### src/rtl/clkgen_pkg.sv
// Shared types and helpers for the fractional clock-enable generator.
package clkgen_pkg;

  // Lock-gating FSM: wait for PLL lock, let it settle, then run the accumulators.
  typedef enum logic [1:0] {
    WAIT_LOCK = 2'd0,
    SETTLE    = 2'd1,
    RUN       = 2'd2
  } clkgen_state_t;

  // Settle counter width able to hold LOCK_SETTLE itself.
  function automatic int settle_width(input int lock_settle);
    return $clog2(lock_settle + 1);
  endfunction

endpackage

### src/rtl/clkgen_fracstrb_ch.sv
// One phase-accumulator channel: the carry out of acc + inc becomes a registered strobe.
module fracstrb_ch #(
  parameter int ACC_W = 24
) (
  input  logic             i_clk,
  input  logic             i_rst,
  input  logic             i_en,
  input  logic             i_clr,
  input  logic [ACC_W-1:0] i_inc,
  output logic             o_strobe
);

  logic [ACC_W-1:0] acc;
  logic [ACC_W:0]   sum;

  assign sum = {1'b0, acc} + {1'b0, i_inc};

  // Accumulate while enabled; a disable or phase reset zeroes the phase and suppresses the carry.
  // NOTE: sequential state uses non-blocking (<=) so every flop samples pre-edge values; blocking here would chain flops within one edge.
  always_ff @(posedge i_clk or posedge i_rst) begin
    if (i_rst) begin
      acc      <= '0;
      o_strobe <= 1'b0;
    end else if (!i_en || i_clr) begin
      acc      <= '0;
      o_strobe <= 1'b0;
    end else begin
      acc      <= sum[ACC_W-1:0];
      o_strobe <= sum[ACC_W];
    end
  end

endmodule

### src/rtl/clkgen_fracstrb.sv
// Multi-channel fractional clock-enable generator gated by a synchronised, settled PLL lock.
module clkgen_fracstrb
  import clkgen_pkg::*;
#(
  parameter int          N_CH        = 4,
  parameter int          ACC_W       = 24,
  parameter int unsigned INC_RESET   = 0,
  parameter int          LOCK_SETTLE = 1024
) (
  input  logic                           i_clk,
  input  logic                           i_rst,
  input  logic                           i_locked,
  input  logic                           i_cfg_valid,
  output logic                           o_cfg_ready,
  input  logic [($clog2(N_CH) | 1)-1:0]  i_cfg_ch,
  input  logic [ACC_W-1:0]               i_cfg_inc,
  input  logic                           i_cfg_phaserst,
  output logic                           o_cfg_err,
  output logic                           o_run,
  output logic [N_CH-1:0]                o_strobe
);

  localparam int CH_W     = $clog2(N_CH) | 1;
  localparam int SETTLE_W = settle_width(LOCK_SETTLE);

  localparam logic [SETTLE_W-1:0] SETTLE_LAST = SETTLE_W'(LOCK_SETTLE - 1);
  localparam logic [CH_W:0]       N_CH_L      = (CH_W + 1)'(N_CH);
  localparam logic [ACC_W-1:0]    INC_INIT    = ACC_W'(INC_RESET);

  logic                lk_meta;
  logic                lk_s;
  clkgen_state_t       state;
  clkgen_state_t       state_nxt;
  logic [SETTLE_W-1:0] cnt;
  logic [SETTLE_W-1:0] cnt_nxt;
  logic                run_en;
  logic                ch_ok;
  logic                phase_clr;
  logic [ACC_W-1:0]    inc [N_CH];

  // The config port never back-pressures.
  assign o_cfg_ready = 1'b1;

  assign ch_ok     = ({1'b0, i_cfg_ch} < N_CH_L);
  assign phase_clr = i_cfg_valid && i_cfg_phaserst;

  // Accumulate only on edges where the FSM stays in RUN, so any exit zeroes phase and strobes at once.
  assign run_en = (state == RUN) && lk_s;

  // Two-flop synchroniser bringing the asynchronous PLL lock into the fabric domain.
  always_ff @(posedge i_clk or posedge i_rst) begin
    if (i_rst) begin
      lk_meta <= 1'b0;
      lk_s    <= 1'b0;
    end else begin
      lk_meta <= i_locked;
      lk_s    <= lk_meta;
    end
  end

  // Next-state logic: lock must be stable for LOCK_SETTLE cycles before running; any drop restarts.
  // NOTE: defaults at the top of always_comb give every path an assignment, so no latch is inferred.
  always_comb begin
    state_nxt = state;
    cnt_nxt   = cnt;
    case (state)
      WAIT_LOCK: begin
        if (lk_s) begin
          state_nxt = SETTLE;
          cnt_nxt   = '0;
        end
      end
      SETTLE: begin
        if (!lk_s) begin
          state_nxt = WAIT_LOCK;
        end else if (cnt == SETTLE_LAST) begin
          state_nxt = RUN;
        end else begin
          cnt_nxt = cnt + SETTLE_W'(1);
        end
      end
      RUN: begin
        if (!lk_s) state_nxt = WAIT_LOCK;
      end
      default: state_nxt = WAIT_LOCK;
    endcase
  end

  // FSM state, settle counter and registered run flag (high from the edge that enters RUN).
  always_ff @(posedge i_clk or posedge i_rst) begin
    if (i_rst) begin
      state <= WAIT_LOCK;
      cnt   <= '0;
      o_run <= 1'b0;
    end else begin
      state <= state_nxt;
      cnt   <= cnt_nxt;
      o_run <= (state_nxt == RUN);
    end
  end

  // Increment register file; written in any state and kept across lock loss.
  // NOTE: this small register file is reset explicitly because its reset value is part of the interface; large RAMs would not be.
  always_ff @(posedge i_clk or posedge i_rst) begin
    if (i_rst) begin
      for (int k = 0; k < N_CH; k++) inc[k] <= INC_INIT;
    end else if (i_cfg_valid) begin
      for (int k = 0; k < N_CH; k++) begin
        if (i_cfg_ch == CH_W'(k)) inc[k] <= i_cfg_inc;
      end
    end
  end

  // One-cycle error pulse for an accepted write to a channel that does not exist.
  always_ff @(posedge i_clk or posedge i_rst) begin
    if (i_rst) o_cfg_err <= 1'b0;
    else       o_cfg_err <= i_cfg_valid && !ch_ok;
  end

  for (genvar g = 0; g < N_CH; g++) begin : g_ch
    fracstrb_ch #(
      .ACC_W (ACC_W)
    ) u_ch (
      .i_clk    (i_clk),
      .i_rst    (i_rst),
      .i_en     (run_en),
      .i_clr    (phase_clr),
      .i_inc    (inc[g]),
      .o_strobe (o_strobe[g])
    );
  end

endmodule

### config.mk
export PLATFORM = sky130hd
export DESIGN_NAME = clkgen_fracstrb
export DESIGN_NICKNAME = d
export VERILOG_FILES = /design/src/rtl/clkgen_pkg.sv /design/src/rtl/clkgen_fracstrb_ch.sv /design/src/rtl/clkgen_fracstrb.sv
export SDC_FILE = /design/constraint.sdc
export NUM_CORES = 1
export LEC_CHECK = 0
export ABC_AREA = 1
export CAP_MARGIN = 30
export CORE_UTILIZATION = 40
export DETAILED_ROUTE_END_ITERATION = 10
export PLACE_DENSITY = 0.69
export SLEW_MARGIN = 20
export SYNTH_ARGS = -nofsm -noshare
export SYNTH_HDL_FRONTEND = slang
export SYNTH_HIERARCHICAL = 1
export SYNTH_SLANG_ARGS = --single-unit
export TNS_END_PERCENT = 50
### constraint.sdc
create_clock -name i_clk -period 4.39 [get_ports i_clk]
set_input_delay 1.317 -clock i_clk [delete_from_list [all_inputs] [get_ports i_clk]]
set_output_delay 1.317 -clock i_clk [all_outputs]
set_load 0.05 [all_outputs]
Word-level counts from Yosys, hierarchy flattened
Index checks and enable logic that the tools add are counted.
{"block": "totals", "register_bits": 213, "latchBits": 0, "mem_bits_rw": 0, "rom_bits": 0, "in_bits": 32, "out_inout_bits": 7, "wordCells": 65, "mem_count": 0}
{"block": "op_classes", "addsub": 5, "multipliers": 0, "n_div": 0, "order_cmp": 1, "eq_ne": 10, "shifts": 0, "n_mux": 17, "bitwise": 0, "reduce_logical": 14}
{"op": "$add 24x24->25", "n": 4}
{"op": "$mux 24", "n": 4}
{"op": "$mux 11", "n": 3}
{"op": "$pmux 11 s2", "n": 1}
{"op": "$add 11x1->11 const B", "n": 1}
{"op": "$eq 11x10->1 const B", "n": 1}
{"op": "$mux 2", "n": 4}
{"op": "$reduce_and 2->1", "n": 4}
{"op": "$eq 3x2->1 const B", "n": 2}
{"op": "$ne 2x2->1 const B", "n": 3}
{"op": "$pmux 2 s3", "n": 1}
{"op": "$eq 2x2->1 const B", "n": 2}
{"op": "$mux 1", "n": 4}
{"op": "$reduce_and 4->1", "n": 1}
{"op": "$eq 3x1->1 const B", "n": 1}
{"op": "$logic_and 1x1->1", "n": 3}
{"op": "$logic_not 3->1", "n": 1}
{"op": "$lt 3x3->1 const B", "n": 1}
{"op": "$eq 2x1->1 const B", "n": 1}
{"op": "$logic_not 1->1", "n": 2}
{"op": "$logic_not 2->1", "n": 1}
{"op": "$reduce_bool 2->1", "n": 1}
{"op": "$logic_or 1x1->1", "n": 1}

Depth between registers and ports, before layout
Gate-level depths: netlist of run 1.
{"block": "logic_depth", "word_depth": 5, "mapped_depth": 13, "depth_no_buf": 13}

By module
The synthesis of run 1 kept the hierarchy.
{"mod": "fracstrb_ch (g_ch[0].u_ch ...)", "instances": 2, "cells_per_inst": 425, "area_each_um2": 2593.7, "seq_area_each_um2": 625.6}
{"mod": "clkgen_fracstrb", "instances": 1, "cells_per_inst": 458, "area_each_um2": 4424.2, "seq_area_each_um2": 2827.7}
{"mod": "fracstrb_ch (g_ch[2].u_ch)", "instances": 1, "cells_per_inst": 424, "area_each_um2": 2557.5, "seq_area_each_um2": 625.6}
{"mod": "fracstrb_ch (g_ch[3].u_ch)", "instances": 1, "cells_per_inst": 425, "area_each_um2": 2498.6, "seq_area_each_um2": 625.6}

Worst setup path after synthesis of run 1
No wires, ideal clock.
{"block": "synth_path", "path_type": "input port to flip-flop", "startpoint": "in i_cfg_valid", "endpoint": "reg inc[14] in the netlist's numbering", "setup_ps": 134, "arrival_ps": 2068, "required_time_ps": 4256, "slack_ps": 2188, "stages": 7, "n_path_buf": 2, "cell_sequence": "inv_1 nor2_1 nand3_1 buf_2 buf_2 nand2_1 o21ai_0"}
{"block": "synth_via", "elab_chain_len": 1}
{"element": "from (decl)", "line_no": "clkgen_fracstrb.sv:13", "text": "input logic i_cfg_valid,"}
{"element": "$reduce_and 2->1 (no line)"}
{"element": "to (signal, indexed assignment)", "line_no": "clkgen_fracstrb.sv:109", "text": "if (i_cfg_ch == CH_W'(k)) inc[k] <= i_cfg_inc;"}
{"element": "to (decl)", "line_no": "clkgen_fracstrb.sv:39", "text": "logic [ACC_W-1:0] inc [N_CH];"}
Every way passes these cells.
A chain may end at the register's enable or synchronous reset.

Final worst setup path of run 1
{"block": "layout_path", "startpoint": "reg g_ch[0].u_ch.o_strobe", "endpoint": "out o_strobe[0]"}
{"element": "from (decl)", "line_no": "clkgen_fracstrb_ch.sv:10", "text": "output logic o_strobe"}
{"element": "from (signal assigned)", "line_no": "clkgen_fracstrb_ch.sv:29", "text": "o_strobe <= sum[ACC_W];"}
{"element": "to (decl)", "line_no": "clkgen_fracstrb.sv:20", "text": "output logic [N_CH-1:0] o_strobe"}
No word-level cell between the ends.

==> results of run 1 <==
[cell families after synthesis]
logic type / count (synthesis) / synth area share, %
AO/OA/AOI/OAI: 263 / 9.49
flip-flops: 213 / 36.3
other: 1 / 0.0256
buffers and inverters: 434 / 11.5
adder cells (fa/ha/maj): 101 / 8.82
XOR/XNOR: 5 / 0.299
AND/OR/NAND/NOR: 1140 / 33.5
[per-stage QoR]
step           total power, µW  std cells
2_1_floorplan             2930       2157
3_3_place_gp              3180       2641
3_5_place_dp              3210       2641
4_1_cts                   5520       2687
5_1_grt                   5750       2687
6_report                  5480       2687
[flip-flops by register name (all words and copies together) (netlist names)]
name / flops
cnt: 11
g_ch.u_ch/acc: 96
g_ch.u_ch/o_strobe: 4
inc: 96
lk_meta: 1
lk_s: 1
o_cfg_err: 1
o_run: 1
state: 2
[power by group]
| group | internal, µW | leakage, µW | switching, µW |
|---|---|---|---|
| Clock | 1410 | 0.000449 | 884 |
| Combinational | 309 | 0.00619 | 604 |
| Sequential | 2140 | 0.00283 | 138 |
[area by class of cell]
cell class	instances	area, µm²
fill	3565	19300
multi-input combinational	1510	7650
sequential	213	5330
inverter	404	1520
clock buffer	29	681
tap	461	577
timing repair buffer	53	490
clock inverter	17	230
[worst max path at each step]
stage                                               start                        endpoint  slack [ns]  cells past startpoint
after floorplan                                     i_rst              cnt[0]$_DFFE_PP0P_        0.09                      1
after global placement                     i_cfg_phaserst  g_ch[3].u_ch/acc[12]$_DFF_PP0_        1.44                      8
after detailed placement                      i_cfg_valid  g_ch[3].u_ch/acc[12]$_DFF_PP0_        1.44                      8
after CTS                 g_ch[3].u_ch/o_strobe$_DFF_PP0_                     o_strobe[3]        1.33                      1
after global routing      g_ch[3].u_ch/o_strobe$_DFF_PP0_                     o_strobe[3]        1.30                      1
final                     g_ch[0].u_ch/o_strobe$_DFF_PP0_                     o_strobe[0]        1.37                      1
[layout by cell type (no fill, tap or decap), types with 21 or more instances in the layout]
master and count:
clkdlybuf4s50_1 37, nor2_2 23, nor2_1 175, nand4_1 21, nand2_1 729, nand3_1 77
o21ai_0 113, ha_1 97, dfrtp_1 213, clkbuf_16 25, a21oi_1 99, nand2_2 52
inv_1 390, o21ai_1 26
[per-layer routing]
metal	global-route usage [%]	up-vias	part of all wire, %
li1	-	6747	-
met1	29.9	6011	47
met2	33.3	321	43
met3	3.99	59	6.7
met4	5.96	4	2.9
met5	0	-	0.059
==> flow_summary.yaml, run 1 <==
status:
  status: "finished with violations"
  violations: "design-rule violations"
clocking:
  post_cts_resized: 0
  buffer_levels_on_the_longest_clock_path: 3
  cts.hold.buffers_added: 0
  worst_skew_pair.late_latency_ns: 0.54
  cts_post_setup_buffers_inserted: 0
  htreeDepth: 1
  cts-root-buf: "clkbuf_16"
  numClockSinks: 213
  clk_transition_reported_paths_ns: 0.06
  cts_tree: "built"
  total_clock_buffers_created_by_cts: 25
die:
  pin_count: 39
  fp.dieArea_um2: 37400
  die_x_um: 193
  core_um2: 35800
  rows: 69
  start_util_pct: 40.9
  floorplan_die_height_um: 193
routing:
  number_of_drc_violations_after_detailed_routing: 4
  drt_pass1_iterations: 8
  drt_wl_total_mm: 39.1
  ant_nets: 0
  drt_first_iter_violations: 920
  detailroute.via_count: 13142
  wl_per_cell_um: 14.5
  drt-vias-per-instance: 4.89
logic_synthesis:
  synth_warnings: 6
  synth_most_common_cell: "nand2_1"
  post_synth_main_area_contributors: "dfrtp_1 (36%), nand2_1 (19%), inv_1 (10%), ha_1 (8.3%), nor2_1 (4.5%)"
  yosysSeqAreaShare_pct: 36.3
  synth-edff-count: 0
  synth_flop_cell: "dfrtp_1"
  synth_cells: 2157
  synth.largest_area_cell: "dfrtp_1"
  synth-seq-cells: 213
  synth_area_um2: 14700
  synth_fp_nets: 2290
  synth.top_cells.by_count: "nand2_1 (729), inv_1 (391), dfrtp_1 (213), nor2_1 (175), o21ai_0 (113)"
  count_of_different_cell_masters_after_synthesis: 41
  syn_avg_cell_area_um2: 6.80
  async_flop_share_pct: 100
  synth_top_cell_area_share_pct: 36.3
global_routing:
  first_global_vias: 12403
  antenna_found_initial: 4
  grt_first_pass_wirelength_mm: 63.8
  gr-total-overflow: 0
  maximum_number_of_pins_on_one_net_before_global_route_repair: 49
  grtUsageTotal_pct: 21.3
worst_hold_path:
  whs_endpoint: "lk_s$_DFF_PP0_"
  min-delay-path-class: "flop to flop"
  hold_depth: 0
  min-delay-start: "lk_meta$_DFF_PP0_"
worst_setup_path:
  worst_path_max_delay_cell: "clkdlybuf4s50_1"
  critPathMaxStageDelay_ns: 0.83
  cp_top_family: "buffers and inverters"
  r2r-end: "g_ch[0].u_ch/o_strobe$_DFF_PP0_"
  timing.critical_path.from_type: "flop"
  worstPathCellList: "clkdlybuf4s50_1"
  worst_setup_path_end_kind: "primary output"
  critical_path.reg2reg.startpoint: "inc[72]$_DFFE_PP0P_"
  critical_path_peak_fanout: 1
  timing.setup.critical_path_class: "flop to primary output"
  critical_path_required_ns: 3.07
  cell_depth_of_the_worst_flop_to_flop_path: 13
  crit_arrival_ns: 1.70
  setup.reg_to_reg.worst_slack_ns: 2.29
  critical_path_buf_inv_count: 1
final_layout:
  final_util_pct: 46.0
  final_cell_area_um2: 16500
  syn_to_final_growth_pct: 12.4
  final_net_count: 2340
  layout-drive-gt1-share_pct: 8.58
  antenna_diode_count: 0
placed_design:
  port-buffer-count: 37
  dpl_cell_area_um2: 15600
  dp_slack_ns: 1.44
  place.detailed.hpwl_mm: 29.8
  place.gp.congestion: 0.941
power:
  peak_supply_drop_v: 0.000382
  p_per_area_nw_per_um2: 332
  leakagePower_uw: 0.00947
job:
  drv.max_cap_violation_count: 0
sta:
  maxClockFrequency_mhz: 332
  total_negative_slack_ns: 0
  maxSlewViolCount: 0
  post-route-period-util_pct: 68.7
  slew-limit-headroom_pct: 63.5
  timing.final.hold_violations: 0
  clock_skew_ns: 0.0122
  whs_ns: 0.350
  unrepaired_setup_endpoints_after_global_routing: "false"
  layout_setup_ws_ns: 1.37
  report.final.setup_viol: 0
  timing_worst_slew_pin_value_ns: 0.548
  clock_period_minus_worst_slack_ns: 3.02
No activity file was read; power rests on OpenSTA's default activity.
==> run 2, diff against run 1 <==
- clock period: 4.39 -> 2.7 ns (I/O delays scaled with it)
==> flow_summary.yaml, run 2 (same netlist as run 1, synthesis figures left out) <==
worst_setup_path:
  crit_arrival_ns: 1.68
  worst_setup_path_end_kind: "primary output"
  timing.critical_path.from_type: "flop"
  r2r-end: "g_ch[3].u_ch/o_strobe$_DFF_PP0_"
  critical_path_peak_fanout: 1
  worstPathCellList: "clkdlybuf4s50_1"
  critical_path_required_ns: 1.89
  critPathMaxStageDelay_ns: 0.82
  setup.reg_to_reg.worst_slack_ns: 0.61
  worst_path_max_delay_cell: "clkdlybuf4s50_1"
  critical_path.reg2reg.startpoint: "inc[0]$_DFFE_PP0P_"
  cp_top_family: "buffers and inverters"
  critical_path_buf_inv_count: 1
  timing.setup.critical_path_class: "flop to primary output"
  cell_depth_of_the_worst_flop_to_flop_path: 13
clocking:
  htreeDepth: 1
  post_cts_resized: 0
  buffer_levels_on_the_longest_clock_path: 3
  clk_transition_reported_paths_ns: 0.06
  cts_post_setup_buffers_inserted: 0
  cts.hold.buffers_added: 0
  numClockSinks: 213
  total_clock_buffers_created_by_cts: 25
  cts-root-buf: "clkbuf_16"
  cts_tree: "built"
  worst_skew_pair.late_latency_ns: 0.54
final_layout:
  layout-drive-gt1-share_pct: 8.68
  mostFrequentLayoutCell: "nand2_1"
  final_util_pct: 46.4
  syn_to_final_growth_pct: 13.2
  final_net_count: 2348
  layout.cells.most_common_list: "nand2_1 (729), inv_1 (390), dfrtp_1 (213)"
  number_of_filler_instances_in_the_final_layout: 3563
  largestRegisters: "g_ch.u_ch/acc (96), inc (96), cnt (11)"
global_routing:
  antenna_found_initial: 0
  first_global_vias: 12418
  grtUsageTotal_pct: 21.1
  grt_first_pass_wirelength_mm: 63.2
  gr-total-overflow: 0
  maximum_number_of_pins_on_one_net_before_global_route_repair: 49
sta:
  maxClockFrequency_mhz: 401
  total_negative_slack_ns: 0
  clock_period_minus_worst_slack_ns: 2.49
  unrepaired_setup_endpoints_after_global_routing: "false"
  slew-limit-headroom_pct: 63.8
  clock_skew_ns: 0.0151
  timing.final.hold_violations: 0
  timing_worst_slew_pin_value_ns: 0.542
  report.final.setup_viol: 0
  maxSlewViolCount: 0
  post-route-period-util_pct: 92.3
status:
  status: "finished with violations"
  violations: "design-rule violations"
placed_design:
  place.gp.congestion: 0.969
  place.detailed.hpwl_mm: 30.3
  port-buffer-count: 37
die:
  floorplan_die_height_um: 193
  fp.dieArea_um2: 37400
  start_util_pct: 40.9
  pin_count: 39
  die_x_um: 193
  core_um2: 35800
  rows: 69
worst_hold_path:
  min-delay-start: "lk_meta$_DFF_PP0_"
  min-delay-path-class: "flop to flop"
  hold_depth: 0
  whs_endpoint: "lk_s$_DFF_PP0_"
power:
  leakagePower_uw: 0.00952
  peak_supply_drop_v: 0.000415
  p_per_area_nw_per_um2: 536
routing:
  drt_first_iter_violations: 981
  drt_pass1_iterations: 9
  ant_nets: 0
  detailroute.via_count: 13175
  drt-vias-per-instance: 4.89
  number_of_drc_violations_after_detailed_routing: 6
  drt_wl_total_mm: 38.9
  wl_per_cell_um: 14.4
job:
  drv.max_cap_violation_count: 0
run 2: cell count changes in the layout (fill, tap and decap cells not counted), sizes merged:
cell	delta
buf	+8
clkbuf	+5
clkinv	-5
diode	+1
run 2: final cells by class:
cell class	instances	area (µm²)	share of cell area [%]
clock buffers	34	699	4.21
diodes	1	2.50	0.0151
repair buffers	61	626	3.77
well taps	461	577	3.47
inverters	404	1520	9.15
multi-input cells	1510	7650	46.1
clock inverters	12	203	1.22
flip-flops and latches	213	5330	32.1
run 2: per-stage QoR:
stage               cells  hold WS (ns)  setup slack [ns]  instance area (µm²)  power, µW
floorplan            2157         0.331             0.519                14700       4770
global placement     2649         0.333             0.158                15700       5200
detailed placement   2649         0.335             0.152                15700       5240
CTS                  2695         0.347             0.165                16600       8980
global route         2695         0.370             0.146                16600       9340
finish               2696         0.347             0.207                16600       8900
run 2: power breakdown:
group / switching, µW / internal (µW) / total [µW] / leakage, µW
Combinational: 981 / 516 / 1500 / 0.00625
Sequential: 226 / 3470 / 3700 / 0.00283
Clock: 1400 / 2300 / 3700 / 0.000439
Total: 2610 / 6290 / 8900 / 0.00952
run 2: worst max path at each step:
| stage | from | end | slack (ns) | cells after the start |
|---|---|---|---|---|
| floorplan | i_rst | cnt[0]$_DFFE_PP0P_ | 0.52 | 1 |
| global route | g_ch[3].u_ch/o_strobe$_DFF_PP0_ | o_strobe[3] | 0.15 | 1 |
| finish | g_ch[0].u_ch/o_strobe$_DFF_PP0_ | o_strobe[0] | 0.21 | 1 |
| global placement | i_cfg_valid | g_ch[3].u_ch/acc[16]$_DFF_PP0_ | 0.16 | 7 |
| detailed placement | i_cfg_valid | g_ch[2].u_ch/acc[3]$_DFF_PP0_ | 0.15 | 7 |
| CTS | g_ch[3].u_ch/o_strobe$_DFF_PP0_ | o_strobe[3] | 0.16 | 1 |
run 2: metal layers:
metal / up-vias / GRT usage (%) / share of wire [%] / routed length, µm
met5: - / 0 / 0 / 0
met1: 6015 / 29.6 / 47 / 18400
met4: 0 / 6.07 / 2.9 / 1110
met3: 67 / 3.71 / 6.5 / 2530
met2: 333 / 33.3 / 43 / 16900
li1: 6760 / - / - / -
==> run 3, diff against run 2 <==
- CORE_MARGIN: not set -> 2
==> flow_summary.yaml, run 3 (same netlist as run 1, synthesis figures left out) <==
sta:
  slew-limit-headroom_pct: 64.3
  report.final.setup_viol: 0
  post-route-period-util_pct: 94.6
  maxSlewViolCount: 0
  timing_worst_slew_pin_value_ns: 0.534
  timing.final.hold_violations: 0
  clock_skew_ns: 0.0112
  maxClockFrequency_mhz: 391
  clock_period_minus_worst_slack_ns: 2.56
  unrepaired_setup_endpoints_after_global_routing: "false"
  whs_ns: 0.364
  total_negative_slack_ns: 0
final_layout:
  largestRegisters: "g_ch.u_ch/acc (96), inc (96), cnt (11)"
  layout.cells.most_common_list: "nand2_1 (729), inv_1 (390), dfrtp_1 (213)"
  antenna_diode_count: 0
  finish.cell_count_without_fillers: 2692
  final_cell_area_um2: 16400
  syn_to_final_growth_pct: 11.8
  number_of_filler_instances_in_the_final_layout: 3626
  final_net_count: 2341
  layout-drive-gt1-share_pct: 8.23
  mostFrequentLayoutCell: "nand2_1"
worst_setup_path:
  critical_path_peak_fanout: 1
  crit_arrival_ns: 1.75
  worst_setup_path_end_kind: "primary output"
  timing.critical_path.from_type: "flop"
  critical_path_buf_inv_count: 1
  cp_top_family: "buffers and inverters"
  critical_path_required_ns: 1.89
  worst_path_max_delay_cell: "clkdlybuf4s50_1"
  worstPathCellList: "clkdlybuf4s50_1"
  timing.setup.critical_path_class: "flop to primary output"
  critPathMaxStageDelay_ns: 0.83
global_routing:
  grtUsageTotal_pct: 20.5
  grt_first_pass_wirelength_mm: 63.0
  maximum_number_of_pins_on_one_net_before_global_route_repair: 70
  first_global_vias: 12795
  antenna_found_initial: 0
  gr-total-overflow: 0
placed_design:
  dpl_cell_area_um2: 15600
  dp_cells: 2649
  place.detailed.hpwl_mm: 29.2
  place.gp.congestion: 0.922
  port-buffer-count: 37
clocking:
  htreeDepth: 1
  cts_post_setup_buffers_inserted: 0
  cts-root-buf: "clkbuf_16"
  total_clock_buffers_created_by_cts: 25
  numClockSinks: 213
  cts_tree: "built"
  clk_transition_reported_paths_ns: 0.06
  worst_skew_pair.late_latency_ns: 0.53
  cts.hold.buffers_added: 0
  buffer_levels_on_the_longest_clock_path: 3
  post_cts_resized: 0
worst_hold_path:
  min-delay-path-class: "flop to flop"
routing:
  drt_wl_total_mm: 38.4
  ant_nets: 0
  detailroute.via_count: 13188
  drt_pass1_iterations: 5
  wl_per_cell_um: 14.3
  number_of_drc_violations_after_detailed_routing: 0
  drt_first_iter_violations: 1075
  drt-vias-per-instance: 4.90
die:
  core_um2: 36300
  rows: 70
  start_util_pct: 40.4
  floorplan_die_height_um: 195
  die_x_um: 195
  pin_count: 39
  fp.dieArea_um2: 38200
power:
  peak_supply_drop_v: 0.000405
  p_per_area_nw_per_um2: 513
  total_power_uw: 8410
  leakagePower_uw: 0.00940
status:
  status: "finished, final reports clean"
job:
  drv.max_cap_violation_count: 0
## run 3: area by class of cell
| class | count | area [µm²] | area share (%) |
|---|---|---|---|
| Clock inverter | 11 | 115 | 0.702 |
| Clock buffer | 32 | 662 | 4.04 |
| Multi-Input combinational cell | 1510 | 7650 | 46.7 |
| Timing Repair Buffer | 54 | 536 | 3.27 |
| Inverter | 404 | 1520 | 9.27 |
| Sequential cell | 213 | 5330 | 32.5 |
| Tap cell | 468 | 586 | 3.57 |
## run 3: path summary, 6_finish.rpt
check | from | to | slack (ns) | cells past startpoint
max reg2reg | inc[0]$_DFFE_PP0P_ | g_ch[3].u_ch/o_strobe$_DFF_PP0_ | 0.60 | 13
min reg2reg | lk_meta$_DFF_PP0_ | lk_s$_DFF_PP0_ | 0.36 | 0
max in group asynchronous | i_rst | cnt[5]$_DFFE_PP0P_ | 1.33 | 3
max | o_cfg_err$_DFF_PP0_ | o_cfg_err | 0.14 | 1
min in group asynchronous | i_rst | g_ch[2].u_ch/acc[4]$_DFF_PP0_ | 0.94 | 3
min | lk_meta$_DFF_PP0_ | lk_s$_DFF_PP0_ | 0.36 | 0
## run 3: metal layers
metal | vias to the layer above | wire length, µm | track usage (%)
li1 | 6723 | - | -
met1 | 6055 | 17800 | 27.9
met2 | 348 | 17000 | 33.6
met3 | 62 | 2590 | 3.77
met4 | 0 | 992 | 5.48
met5 | - | 0 | 0
## run 3: per-stage QoR
step                setup WS [ns]  util (%)
global placement            0.387      43.0
CTS                         0.132      45.1
finish                      0.145      45.1
global route               0.0953      45.1
detailed placement          0.372      43.0
floorplan                   0.519         -
## run 3: where the power goes
group	switching, µW	internal, µW	leakage [µW]
combinational	977	505	0.00620
clock	1340	1910	0.000371
sequential	201	3470	0.00283
